File: src/rtl/reaction_pkg.sv
// Shared types and constants for the reaction timer: FSM state encoding,
// measurement width and LFSR (x^10 + x^7 + 1) taps.
package reaction_pkg;

  typedef enum logic [1:0] {
    ST_IDLE   = 2'd0,
    ST_WAIT   = 2'd1,
    ST_LIGHT  = 2'd2,
    ST_RESULT = 2'd3
  } state_t;

  localparam int MS_W        = 14;
  localparam int LFSR_W      = 10;
  localparam int LFSR_TAP_HI = 9;
  localparam int LFSR_TAP_LO = 6;
  localparam logic [LFSR_W-1:0] LFSR_SEED = 10'h3FF;

  // Fibonacci form: feedback from bits 10 and 7 (1-based) shifts in at bit 0
  function automatic logic [LFSR_W-1:0] lfsr_next(input logic [LFSR_W-1:0] v);
    return {v[LFSR_W-2:0], v[LFSR_TAP_HI] ^ v[LFSR_TAP_LO]};
  endfunction

endpackage

File: src/rtl/ms_tick_gen.sv
// Millisecond prescaler: counts 0..TICK_DIV-1 and flags tick on the last count.
// clear restarts the count so the next tick lands TICK_DIV cycles later.
module ms_tick_gen #(
  parameter int TICK_DIV = 50000
) (
  input  logic clk,
  input  logic reset,
  input  logic clear,
  output logic tick
);

  localparam int CW = (TICK_DIV > 1) ? $clog2(TICK_DIV) : 1;
  localparam logic [CW-1:0] LAST = CW'(TICK_DIV - 1);

  logic [CW-1:0] r_cnt;

  assign tick = (r_cnt == LAST);

  always_ff @(posedge clk) begin
    if (reset || clear || tick) r_cnt <= '0;
    else                        r_cnt <= r_cnt + 1'b1;
  end

endmodule

File: src/rtl/reaction_timer_ctrl.sv
// Reaction-time game controller: random delay, stimulus LED, ms measurement.
// Optional REACTION_BEST_SCORE_EN adds a best_ms output tracking the fastest result.
module reaction_timer_ctrl
  import reaction_pkg::*;
#(
  parameter int                TICK_DIV   = 50000,
  parameter int                DELAY_MIN  = 1000,
  parameter logic [LFSR_W-1:0] DELAY_MASK = 10'h3FF,
  parameter int                MAX_MS     = 9999
) (
  input  logic            clk,
  input  logic            reset,
  input  logic            start,
  input  logic            stop,
  output logic            led,
  output logic [MS_W-1:0] time_ms,
  output logic            time_valid,
  output logic            early,
  output logic            timeout,
  output logic            busy
`ifdef REACTION_BEST_SCORE_EN
  , output logic [MS_W-1:0] best_ms
`endif
);

  localparam logic [MS_W-1:0] MAX_MS_W = MS_W'(MAX_MS);

  state_t            r_state;
  logic [LFSR_W-1:0] r_lfsr;
  logic [MS_W-1:0]   r_delay;
  logic [MS_W-1:0]   r_count;
  logic [MS_W-1:0]   r_time_ms;
  logic              r_led, r_time_valid, r_early, r_timeout, r_busy;

  logic              w_tick, w_clear, w_cap_en, w_delay_done;
  logic [MS_W-1:0]   w_delay_load;

  assign w_delay_load = MS_W'(DELAY_MIN) + MS_W'(r_lfsr & DELAY_MASK);
  assign w_delay_done = (r_delay < MS_W'(2));
  assign w_cap_en     = (r_state == ST_LIGHT) && stop;

  // Prescaler restarts on the same edge that enters WAIT or LIGHT
  always_comb begin
    w_clear = 1'b0;
    case (r_state)
      ST_IDLE, ST_RESULT: w_clear = start;
      ST_WAIT:            w_clear = !stop && w_tick && w_delay_done;
      default:            w_clear = 1'b0;
    endcase
  end

  ms_tick_gen #(.TICK_DIV(TICK_DIV)) u_tick (
    .clk   (clk),
    .reset (reset),
    .clear (w_clear),
    .tick  (w_tick)
  );

  always_ff @(posedge clk) begin
    if (reset) begin
      r_state      <= ST_IDLE;
      r_lfsr       <= LFSR_SEED;
      r_delay      <= '0;
      r_count      <= '0;
      r_time_ms    <= '0;
      r_led        <= 1'b0;
      r_time_valid <= 1'b0;
      r_early      <= 1'b0;
      r_timeout    <= 1'b0;
      r_busy       <= 1'b0;
    end else begin
      r_lfsr <= lfsr_next(r_lfsr);
      case (r_state)
        ST_IDLE, ST_RESULT: begin
          if (start) begin
            r_state      <= ST_WAIT;
            r_busy       <= 1'b1;
            r_delay      <= w_delay_load;
            r_count      <= '0;
            r_time_ms    <= '0;
            r_time_valid <= 1'b0;
            r_early      <= 1'b0;
            r_timeout    <= 1'b0;
          end
        end
        ST_WAIT: begin
          if (stop) begin
            r_state   <= ST_RESULT;
            r_busy    <= 1'b0;
            r_led     <= 1'b0;
            r_early   <= 1'b1;
            r_time_ms <= '0;
            r_delay   <= '0;
          end else if (w_tick) begin
            if (w_delay_done) begin
              r_state <= ST_LIGHT;
              r_led   <= 1'b1;
              r_delay <= '0;
              r_count <= '0;
            end else begin
              r_delay <= r_delay - 1'b1;
            end
          end
        end
        ST_LIGHT: begin
          // stop outranks a coincident tick, so the pre-increment count is kept
          if (w_cap_en) begin
            r_state      <= ST_RESULT;
            r_busy       <= 1'b0;
            r_led        <= 1'b0;
            r_time_ms    <= r_count;
            r_time_valid <= 1'b1;
          end else if (w_tick) begin
            if (r_count + 1'b1 >= MAX_MS_W) begin
              r_state   <= ST_RESULT;
              r_busy    <= 1'b0;
              r_led     <= 1'b0;
              r_timeout <= 1'b1;
              r_time_ms <= MAX_MS_W;
              r_count   <= MAX_MS_W;
            end else begin
              r_count <= r_count + 1'b1;
            end
          end
        end
        default: r_state <= ST_IDLE;
      endcase
    end
  end

`ifdef REACTION_BEST_SCORE_EN
  logic [MS_W-1:0] r_best_ms;

  always_ff @(posedge clk) begin
    if (reset)                              r_best_ms <= MAX_MS_W;
    else if (w_cap_en && r_count < r_best_ms) r_best_ms <= r_count;
  end

  assign best_ms = r_best_ms;
`endif

  assign led        = r_led;
  assign time_ms    = r_time_ms;
  assign time_valid = r_time_valid;
  assign early      = r_early;
  assign timeout    = r_timeout;
  assign busy       = r_busy;

endmodule

File: config.mk
export PLATFORM = sky130hd
export DESIGN_NAME = reaction_timer_ctrl
export DESIGN_NICKNAME = d
export VERILOG_FILES = /design/src/rtl/reaction_pkg.sv /design/src/rtl/ms_tick_gen.sv /design/src/rtl/reaction_timer_ctrl.sv
export SDC_FILE = /design/constraint.sdc
export NUM_CORES = 1
export LEC_CHECK = 0
export CAP_MARGIN = 10
export CORE_ASPECT_RATIO = 1.4
export CORE_MARGIN = 2
export CORE_UTILIZATION = 55
export CTS_BUF_LIST = sky130_fd_sc_hd__clkbuf_4 sky130_fd_sc_hd__clkbuf_8 sky130_fd_sc_hd__clkbuf_16
export CTS_CLUSTER_SIZE = 30
export DETAILED_ROUTE_END_ITERATION = 16
export HOLD_SLACK_MARGIN = 0.02
export PLACE_DENSITY = 0.72
export SETUP_SLACK_MARGIN = 0.2
export SYNTH_ARGS = -nofsm -noshare
export SYNTH_HDL_FRONTEND = slang
export SYNTH_HIERARCHICAL = 1
export SYNTH_SLANG_ARGS = --single-unit
File: constraint.sdc
create_clock -name clk -period 5.85 [get_ports clk]
set_clock_uncertainty 0.15 [all_clocks]
set_input_delay 1.755 -clock clk [delete_from_list [all_inputs] [get_ports clk]]
set_output_delay 1.755 -clock clk [all_outputs]
set_load 0.1 [all_outputs]
==> results of run 1 <==
-- path summary, 6_finish.rpt --
check | start | endpoint
worst min-delay path | r_lfsr[2] | r_lfsr[3]
worst min register to register | r_lfsr[2] | r_lfsr[3]
worst max-delay path | start | r_delay[5]
worst max register to register | u_tick/r_cnt[0] | r_delay[5]
-- flip-flops by register name, indices dropped and copies added, names as in the netlist, 2 cells and up --
register,count
time_ms,14
r_count,14
r_lfsr,10
u_tick/r_cnt,16
r_delay,14
r_state,2
-- cell type report --
cell class | instances | area (sq um) | area share
inverters | 21 | 78.8 | 0.0178
clock inverters | 3 | 40.0 | 0.00903
clock buffers | 11 | 145 | 0.0327
multi-input cells | 361 | 2320 | 0.523
well taps | 97 | 121 | 0.0274
repair buffers | 24 | 230 | 0.0519
flip-flops and latches | 75 | 1500 | 0.339
-- routing by layer --
metal / global-route usage / vias to the layer above / wire length, um / part of all wire
met5: 0 / - / 0 / 0
met4: 0.144 / 0 / 278 / 0.030
met3: 0.0368 / 18 / 285 / 0.031
met2: 0.392 / 71 / 4630 / 0.50
met1: 0.303 / 1677 / 4140 / 0.44
li1: - / 1784 / - / -
-- logic make-up after synthesis --
kind of cell    after synthesis
compound gates              123
buf+inv                      51
fa+ha+maj                     7
flops                        75
mux                           4
simple gates                202
xor+xnor                     25
-- critical path, delay by kind of cell --
kind	cells	cell delay, ns
AND/OR/NAND/NOR	5	1.06
AO/OA/AOI/OAI	2	0.83
buffers and inverters	1	0.60
-- synth_stat cells, types with 5 or more instances --
library cell	number
sky130_fd_sc_hd__inv_1	21
sky130_fd_sc_hd__xnor2_1	20
sky130_fd_sc_hd__and4_1	5
sky130_fd_sc_hd__a22oi_1	9
sky130_fd_sc_hd__o21ai_0	24
sky130_fd_sc_hd__dfxtp_1	75
sky130_fd_sc_hd__clkbuf_1	18
sky130_fd_sc_hd__ha_1	7
sky130_fd_sc_hd__nand4_1	8
sky130_fd_sc_hd__nor4_1	12
sky130_fd_sc_hd__nor2_1	53
sky130_fd_sc_hd__o31ai_1	7
sky130_fd_sc_hd__or4b_1	5
sky130_fd_sc_hd__or2_1	6
sky130_fd_sc_hd__nor3_1	15
sky130_fd_sc_hd__a21oi_1	31
sky130_fd_sc_hd__or2_2	6
sky130_fd_sc_hd__nand3_1	16
sky130_fd_sc_hd__nand2_1	38
sky130_fd_sc_hd__nand2b_1	6
-- metrics by stage --
stage	util	power, mW	setup WS [ns]
2_1_floorplan	-	1.30	2.34
3_3_place_gp	0.585	1.42	1.41
3_5_place_dp	0.585	1.44	1.33
4_1_cts	0.610	1.83	1.71
5_1_grt	0.610	1.94	1.47
6_report	0.610	1.83	1.69
-- report_power, final --
part	internal, mW	switching [mW]	leakage, nW
sequential	0.574	0.0642	0.610
combinational	0.256	0.540	0.726
clock	0.207	0.184	0.0985
total	1.04	0.787	1.43
==> results.rst, run 1 <==
.. list-table::
   :header-rows: 1

   * - Metric
     - Value
   * - Outcome
     - finished, final reports clean
   * - Antenna cells
     - 0
   * - Multiplexer fraction of the synthesized cell area
     - 0.00983
   * - Detailed-router iteration count before antenna repair
     - 5
   * - Setup tns final
     - 0 ns
   * - Worst skew pair latency
     - 0.36 ns
   * - Most frequent cells in the layout
     - sky130_fd_sc_hd__dfxtp_1 (75), sky130_fd_sc_hd__nor2_1 (53), sky130_fd_sc_hd__nand2_1 (38)
   * - Share of synthesized area occupied by flip-flops and latches
     - 0.369
   * - Final standard cell count with taps included and fillers excluded
     - 592
   * - Total DRC errors in the routed layout
     - 0
   * - Number of filler instances in the final layout
     - 678
   * - Transition time at the pin with the least slew margin
     - 1.09 ns
   * - Count of input and output buffers
     - 22
   * - Number of sinks handled by clock tree synthesis
     - 75
   * - Endpoints failing setup
     - 0
   * - Relative area change from synthesis to final layout
     - 8.88%
   * - Area post-placement
     - 0.00425 sq mm
   * - Largest net degree at the start of global routing
     - 55
   * - Die Y
     - 106 um
   * - Biggest area contributors in the synthesized netlist
     - sky130_fd_sc_hd__dfxtp_1 (37%), sky130_fd_sc_hd__nor2_1 (4.9%), sky130_fd_sc_hd__xnor2_1 (4.3%), sky130_fd_sc_hd__a21oi_1 (3.8%), sky130_fd_sc_hd__nand2_1 (3.5%)
   * - Clock transition at the register clock pins on the worst setup and hold paths after CTS
     - 0.07 ns
   * - Via count
     - 3550
   * - Critical path peak fanout
     - 22
   * - Flip-flop cell with the highest count after synthesis
     - sky130_fd_sc_hd__dfxtp_1
   * - Total Die Area
     - between 0.008 and 0.009 sq mm
   * - TritonCTS Buffers
     - 9
   * - Synthesis warning total
     - 6
   * - Detail Route Antenna Nets
     - 0
   * - Post-detailed-placement half-perimeter wirelength
     - 6.54 mm
   * - Post-route cell area
     - 0.00443 sq mm
   * - Nets
     - ~500
   * - Fin crit share
     - 0.712
   * - Detail-routed via count per cell
     - 6.00
   * - Quantity of hold-fixing buffers added after cts
     - 0
   * - Setup slack, reg-to-reg
     - 2.47 ns
   * - Global-route wire length before repair
     - roughly 16 mm
   * - Fraction of final layout cells sized beyond drive strength 1
     - 0.0929
   * - Top-Level Pins
     - 23
   * - Post-synthesis cell area
     - 0.00407 sq mm
   * - Final hold slack
     - 0.290 ns
   * - Placed instance count
     - just under 600
   * - Leakage component of the power
     - 1.43 nW
   * - Wire per inst
     - 15.8 um
   * - Commonest non-fill, non-tap cell in the layout
     - sky130_fd_sc_hd__dfxtp_1
   * - Effective utilization at floorplan
     - 0.560
   * - Startpoint-to-endpoint class of the critical path
     - in -> reg
   * - Count of maximum capacitance violations
     - 0
   * - Synthesized netlist cell count
     - 487
   * - Syn avg cell area
     - approximately 8.4 sq um
   * - Async set-or-reset flop fraction in the synthesized netlist
     - 0
   * - Final-report hold violation count
     - 0
   * - Crit path time final
     - 4.16 ns
   * - Startpoint types
     - input pin
   * - Clk root buf
     - sky130_fd_sc_hd__clkbuf_8
   * - Gp weighted congestion
     - approximately 0.9
   * - Crit-path max cell delay
     - 0.63 ns
   * - Arithmetic-cell share of the synthesized area counting full adders, half adders and majority gates
     - 0.0215
   * - Cells traversed along the worst timing path
     - clkdlybuf4s50_1 > or2b_2 > nor2b_1 > o31a_1 > nand2_1 > or4_1 > a32oi_1 > nor2_1
   * - Residual overflow from global routing
     - 0
   * - Number of buffers added for setup after CTS
     - 0
   * - Antenna violations before repair
     - 0
   * - Buffer levels on the longest clock path
     - 2
   * - Type of the most critical hold path
     - reg -> reg
   * - Final Max Tran Viols
     - 0
   * - Std-Cell Rows
     - 37
   * - Simple logic cell fraction of the synthesized area
     - 0.272
   * - FMAX
     - 240 MHz
   * - Routed WL
     - 9.33 mm
   * - Gr usage total
     - 0.242
   * - Register-to-Register Path Depth
     - 8
   * - H-tree depth
     - 3
   * - Required time reported for the critical path endpoint
     - 5.93 ns
   * - Crit path arrival time
     - 4.24 ns
   * - Post-synthesis register bit count
     - 75
   * - CTS tree
     - done
   * - Main combinational cell family by area after synthesis
     - simple AND/OR/NAND/NOR gates
   * - Placeable core region
     - 0.00727 sq mm
   * - Number of global-route vias before repair
     - 3308
   * - Peak supply drop
     - between 200 and 250 uV
   * - Chip Width
     - 76.7 um
   * - Setup repair after global routing missed its margin
     - no
   * - Max-slew headroom at the worst pin
     - 0.271
   * - CP max-delay cell
     - sky130_fd_sc_hd__o31a_1
   * - Power density over the cells
     - roughly 410 mW/mm^2
   * - Net count after synthesis
     - 498
   * - Area fraction in compound gates after synthesis
     - 0.210
   * - DRC violation total after the first TritonRoute iteration
     - 172
   * - Cell type with the highest aggregate area in the netlist
     - sky130_fd_sc_hd__dfxtp_1
   * - Synth top area share
     - 0.369
   * - Number of different library cells in the post-synthesis netlist
     - between 70 and 80
   * - Critical Path Sink Type
     - register
   * - Worst hold path cell count
     - 2
   * - Number of flops mapped to enable cells by yosys
     - 0
   * - PostCTS Resize Cnt
     - 0
   * - Xor/xnor cell area share of the yosys netlist
     - 0.0556
(Power assumes the default switching activity.)
==> run 2, diff against run 1 <==
Settings changed: CORE_UTILIZATION 55 to 54, PLACE_DENSITY 0.72 to 0.74.
Clock period 5.85 ns to 3.8 ns, I/O delays scaled along.
==> results.rst, run 2 (synthesis gave the netlist of run 1 again) <==
.. list-table::
   :header-rows: 1

   * - Metric
     - Value
   * - TritonCTS Buffers
     - 9 (unchanged)
   * - Largest net degree at the start of global routing
     - 53 (-3.6%)
   * - Final-report hold violation count
     - 0 (unchanged)
   * - Endpoints failing setup
     - 0 (unchanged)
   * - Total DRC errors in the routed layout
     - 0 (unchanged)
   * - Crit path arrival time
     - 3.15 ns (-1.09 ns)
   * - CTS tree
     - done
   * - H-tree depth
     - 3 (unchanged)
   * - Placeable core region
     - 0.00731 sq mm (+0.64%)
   * - Nets
     - 510 (+1.4%)
   * - Peak supply drop
     - 637 uV (+170%)
   * - Leakage component of the power
     - 1.51 nW (+5.6%)
   * - Critical Path Sink Type
     - register
   * - Via count
     - 3637 (+2.5%)
   * - Setup tns final
     - 0 ns (unchanged)
   * - PostCTS Resize Cnt
     - 0 (unchanged)
   * - Startpoint types
     - register
   * - Final hold slack
     - 0.305 ns (+0.0153 ns)
   * - Effective utilization at floorplan
     - 0.557 (-0.00355)
   * - Area post-placement
     - 0.00425 sq mm (+0.12%)
   * - Power density over the cells
     - 654 mW/mm^2 (+59%)
   * - Residual overflow from global routing
     - 0 (unchanged)
   * - Setup repair after global routing missed its margin
     - no
   * - Number of buffers added for setup after CTS
     - 0 (unchanged)
   * - Net Sw Power
     - 1.26 mW (+60%)
   * - Number of flip-flops under the largest register name
     - 16 (unchanged)
   * - Detailed-router iteration count before antenna repair
     - 6 (+1)
   * - Transition time at the pin with the least slew margin
     - 0.694 ns (-0.400 ns)
   * - DRC violation total after the first TritonRoute iteration
     - 187 (+8.7%)
   * - Most frequent cells in the layout
     - sky130_fd_sc_hd__dfxtp_1 (75), sky130_fd_sc_hd__nor2_1 (53), sky130_fd_sc_hd__nand2_1 (38)
   * - Die Y
     - 107 um (+0.89%)
   * - Detail Route Antenna Nets
     - 0 (unchanged)
   * - Fin crit share
     - 0.798
   * - Global-route wire length before repair
     - 16.0 mm (+2.0%)
   * - Clock transition at the register clock pins on the worst setup and hold paths after CTS
     - 0.09 ns (+0.02 ns)
   * - Top-Level Pins
     - 23 (unchanged)
   * - Required time reported for the critical path endpoint
     - 3.92 ns (-2.01 ns)
   * - Total Die Area
     - 0.00826 sq mm (+1.8%)
   * - Antenna cells
     - 0 (unchanged)
   * - Routed WL
     - 9.58 mm (+2.6%)
   * - Relative area change from synthesis to final layout
     - 9.98%
   * - Number of sinks handled by clock tree synthesis
     - 75 (unchanged)
   * - Post-detailed-placement half-perimeter wirelength
     - 6.76 mm (+3.5%)
   * - Quantity of hold-fixing buffers added after cts
     - 0 (unchanged)
   * - Startpoint-to-endpoint class of the critical path
     - reg -> reg
   * - Combinational cell fraction of total power
     - 0.429 (-0.007)
   * - Clk root buf
     - sky130_fd_sc_hd__clkbuf_8
   * - Commonest non-fill, non-tap cell in the layout
     - sky130_fd_sc_hd__dfxtp_1
   * - Std-Cell Rows
     - 37 (unchanged)
   * - Count of maximum capacitance violations
     - 0 (unchanged)
   * - Share of power burned in registers
     - 0.337 (-0.013)
   * - Type of the most critical hold path
     - reg -> reg
   * - Worst skew pair latency
     - 0.36 ns (about the same)
   * - Critical path peak fanout
     - 11 (-50%)
   * - Crit path time final
     - 3.03 ns
   * - FMAX
     - 330 MHz
   * - Proportion of total power due to net switching
     - 0.430 (-0.00102)
   * - Post-route cell area
     - 0.00448 sq mm (+1.0%)
   * - Gr usage total
     - 0.241 (-0.000832)
   * - Number of global-route vias before repair
     - 3443 (+4.1%)
   * - Chip Width
     - 77.4 um (+0.87%)
   * - Gp weighted congestion
     - 0.962 (+9.3%)
   * - Wire per inst
     - 15.9 um (+1.1%)
   * - Final Max Tran Viols
     - 0 (unchanged)
   * - Biggest register
     - u_tick/r_cnt
   * - Max-slew headroom at the worst pin
     - 0.538 (+0.266)
   * - Part of the total power dissipated in the clock network
     - 0.234 (+0.020)
   * - Internal power component
     - 1.67 mW (+61%)
   * - Number of filler instances in the final layout
     - 664 (-2.1%)
   * - Outcome
     - finished, final reports clean
   * - Detail-routed via count per cell
     - 6.05 (+0.92%)
   * - Antenna violations before repair
     - 0 (unchanged)
   * - Buffer levels on the longest clock path
     - 2 (unchanged)
   * - Count of input and output buffers
     - 22 (unchanged)
   * - Fraction of final layout cells sized beyond drive strength 1
     - 0.147 (+0.0539)
-- run 2: changes by cell type in the layout (fill, tap and decap cells not counted) --
cell                              previous run  this run
sky130_fd_sc_hd__buf_4                       2        28
sky130_fd_sc_hd__clkdlybuf4s50_1            21         2
sky130_fd_sc_hd__clkinv_2                    2         0
sky130_fd_sc_hd__clkinv_4                    0         2
sky130_fd_sc_hd__clkinvlp_4                  0         2
sky130_fd_sc_hd__bufinv_16                   1         2
sky130_fd_sc_hd__clkbuf_4                    1         0
sky130_fd_sc_hd__clkbuf_8                   10         9
sky130_fd_sc_hd__inv_6                       0         1
-- run 2: final cells by class --
cell class              count  area, sq um  area share
multi-input cells         361         2320       0.517
flip-flops and latches     75         1500       0.335
repair buffers             31          235      0.0525
clock buffers               9          124      0.0277
well taps                  97          121      0.0271
clock inverters             7          101      0.0226
inverters                  21         78.8      0.0176
-- run 2: final timing paths --
path	from	endpoint	slack, ns	cells past startpoint
max	r_count[1]	r_count[8]	0.77	8
min	r_lfsr[2]	r_lfsr[3]	0.30	2
max reg2reg	r_count[1]	r_count[8]	0.77	8
min reg2reg	r_lfsr[2]	r_lfsr[3]	0.30	2
-- run 2: through the flow --
step | worst slack [ns] | util | std cells | power [mW]
2_1_floorplan | 0.909 | - | 487 | 1.99
3_3_place_gp | 0.490 | 0.582 | 585 | 2.22
3_5_place_dp | 0.416 | 0.582 | 585 | 2.24
4_1_cts | 0.776 | 0.612 | 601 | 2.93
5_1_grt | 0.580 | 0.612 | 601 | 3.13
6_report | 0.768 | 0.612 | 601 | 2.93
-- run 2: worst max-delay path, cell delays in order (launching register included) --
cell and delay [ns]:
sky130_fd_sc_hd__dfxtp_1 0.52, sky130_fd_sc_hd__ha_1 0.44, sky130_fd_sc_hd__nand3_1 0.23, sky130_fd_sc_hd__nor4_1 0.34, sky130_fd_sc_hd__o311ai_2 0.23, sky130_fd_sc_hd__a2bb2oi_4 0.22
sky130_fd_sc_hd__nor2_2 0.37, sky130_fd_sc_hd__o21ai_1 0.13, sky130_fd_sc_hd__a221oi_1 0.31
-- run 2: power groups by stage --
| stage | registers, mW | clock network [mW] | logic (mW) |
|---|---|---|---|
| after floorplan | 1.12 | 0 | 0.870 |
| final | 0.987 | 0.687 | 1.26 |
| after global placement | 0.993 | 0 | 1.22 |
| after CTS | 0.983 | 0.702 | 1.25 |
| after global routing | 0.998 | 0.737 | 1.40 |
| after detailed placement | 0.999 | 0 | 1.24 |
-- run 2: per-layer routing --
metal  global-route usage  share of wire
met1                0.280           0.42
met3               0.0581          0.044
met4                0.136          0.043
met2                0.404           0.50
met5                    0              0
==> RTL edit: new RTL, config.mk and constraints of run 2 <==
Register the output `time_ms` once more, cleared by the reset; this adds one clock of latency there. The other outputs are not delayed to match.
--- a/src/rtl/reaction_timer_ctrl.sv
+++ b/src/rtl/reaction_timer_ctrl.sv
@@ -142,3 +142,9 @@
   assign led        = r_led;
-  assign time_ms    = r_time_ms;
+  always_ff @(posedge clk) begin
+    if (reset) begin
+      time_ms <= '0;
+    end else begin
+      time_ms <= r_time_ms;
+    end
+  end
   assign time_valid = r_time_valid;
Behaviour: no difference found for any inputs over 10 cycles, from zero or initial values and one cycle with reset high; that may be too few to reach the edited logic, so the function may still have changed.
==> RTL edit against run 2 <==
- synthesized area up 6.9%
- worst setup slack worse by 190 ps
- synthesized cell count up 3.7%
- wire length decreased by 2.4%
- design area increased by 6.5%
- core utilization decreased by 0.054 points
- sequential cell count up 14
- maximum frequency shrank 5.8%
- sequential power rose by 13%
- power grew 3.0%
- highest routed layer unchanged
==> RTL edit: results (changes against run 2) <==
** Yosys
- Post-synth top cells :: 89 x sky130_fd_sc_hd__dfxtp_1, 55 x sky130_fd_sc_hd__nor2_1, 32 x sky130_fd_sc_hd__a21oi_1 (was 75 x sky130_fd_sc_hd__dfxtp_1, 53 x sky130_fd_sc_hd__nor2_1, 38 x sky130_fd_sc_hd__nand2_1)
- The area share of fa/ha/maj cells after synthesis came to 0.0201 (was 0.0215).
- The XOR/XNOR share of the synthesized area was 0.0483 (was 0.0556).
- The compound-gate portion of the synthesized area is 0.186 (was 0.210).
- The portion of netlist area occupied by mux cells is 0.0264 (was 0.00983).
- Synth top area cells: sky130_fd_sc_hd__dfxtp_1 41%, sky130_fd_sc_hd__nor2_1 4.7%, sky130_fd_sc_hd__xnor2_1 4.0% (was sky130_fd_sc_hd__dfxtp_1 37%, sky130_fd_sc_hd__nor2_1 4.9%, sky130_fd_sc_hd__xnor2_1 4.3%).
- Part of the Yosys area used for sequential elements :: 0.409 (was 0.369)
- The post-synth net total came to 516 (was 498).
- Count of cell types in the netlist :: 68 (was 79)

** Cells and area
- Post-layout nets :: 531 (was 510)
- The share of layout cells above drive strength 1 came to 0.158 (was 0.147).
- The post-layout instance area was 4770 um^2 (was 4480 um^2).
- Filler Cell Count :: 721 (was 664)
- Top reg by flops :: u_tick/r_cnt (unchanged)

** Setup path
- The cell with the largest stage delay on the worst path is sky130_fd_sc_hd__o21ai_2 (was sky130_fd_sc_hd__dfxtp_1).
- The longest individual stage delay on the worst path is 660 ps (was 520 ps).
- The slack of the worst reg-to-reg path came to 580 ps (was 770 ps).
- The worst-path maximum fanout came to 14 (was 11).
- The cell type group with the largest total delay on the critical path is compound AO/OA/AOI/OAI gates (was simple AND/OR/NAND/NOR gates).
- Endpoint of the most critical setup path :: r_time_ms[13] (was r_count[8])

** Status
- Result of the run :: complete, no violations (unchanged)

** Placed design
- The placed standard-cell area is 4550 um^2 (was 4250 um^2).
- Detailed-placement wirelength estimate :: 6490 um (was 6760 um)
- The weighted congestion reported at the end of routability-driven placement came to 0.924 (was 0.962).

** Routing
- The total vias in the final route came to 3655 (was 3637).
- Number of violations reported at the end of detailed-routing iteration 0 :: 251 (was 187)
- The length of the first detailed-routing pass in iterations was 4 (was 6).
- Total length of routed wires :: 9340 um (was 9580 um)

** Global route
- The first-pass GRT wire length is 15700 um (was 16000 um).
- The number of global-route vias before repair is 3556 (was 3443).
- The global-route total usage across every layer is 0.227 (was 0.241).

** Clock tree
- Number of post-CTS setup repair buffers :: 0 (unchanged)
- The clock buffer count from CTS came to 9 (unchanged).
- The number of resized instances in the post-cts repair step came to 0 (unchanged).

** STA
- The max-slew headroom at the worst pin came to 0.482 (was 0.538).

** Power and ir drop
- The peak supply drop came to 0.379 mV (was 0.637 mV).
- The static leakage power was 0.00176 uW (was 0.00151 uW).
## RTL edit: report_power, final
| part | leakage [uW] | switching (uW) | total (uW) | internal, uW |
|---|---|---|---|---|
| registers | 0.000722 | 88.6 | 1120 | 1030 |
| logic | 0.000923 | 778 | 1170 | 395 |
| clock network | 0.000114 | 343 | 725 | 381 |
## RTL edit: area by class of cell
class	instances	area share
multi-input cells	367	0.488
flip-flops and latches	89	0.373
repair buffers	29	0.0472
clock buffers	10	0.0275
well taps	100	0.0262
clock inverters	6	0.0191
inverters	24	0.0189
## RTL edit: worst reg2reg max path, delay by kind of cell (launching register included)
family | cells | cell delay, ps
compound gates | 6 | 1800
mux | 1 | 410
flops | 1 | 410
fa+ha+maj | 1 | 340
## RTL edit: worst min-delay path by stage
stage             startpoint          end  slack (ps)  cells past startpoint
6_report        r_time_ms[1]   time_ms[1]         300                      2
5_1_grt            r_lfsr[0]    r_lfsr[1]         330                      1
4_1_cts            r_lfsr[0]    r_lfsr[1]         310                      1
3_5_place_dp    r_time_ms[1]   time_ms[1]         290                      2
3_3_place_gp       r_lfsr[0]    r_lfsr[1]         280                      1
2_1_floorplan  r_time_ms[10]  time_ms[10]         260                      2
## RTL edit: logic make-up (layout without fill, tap and decap cells)
group	after synthesis	count (layout)
mux	10	10
simple gates	204	204
compound gates	122	122
fa+ha+maj	7	7
xor+xnor	24	24
buf+inv	49	69
flops	89	89
## RTL edit: through the flow
step	worst slack, ps	std cells
finish	581	625
global route	290	625
CTS	549	625
detailed placement	303	609
global placement	392	609
floorplan	978	505
## RTL edit: routing by layer
layer | vias to the layer above | track usage | part of all wire
li1 | 1827 | - | -
met1 | 1738 | 0.237 | 0.41
met2 | 65 | 0.414 | 0.52
met3 | 25 | 0.0489 | 0.033
met4 | 0 | 0.131 | 0.039
met5 | - | 0 | 0
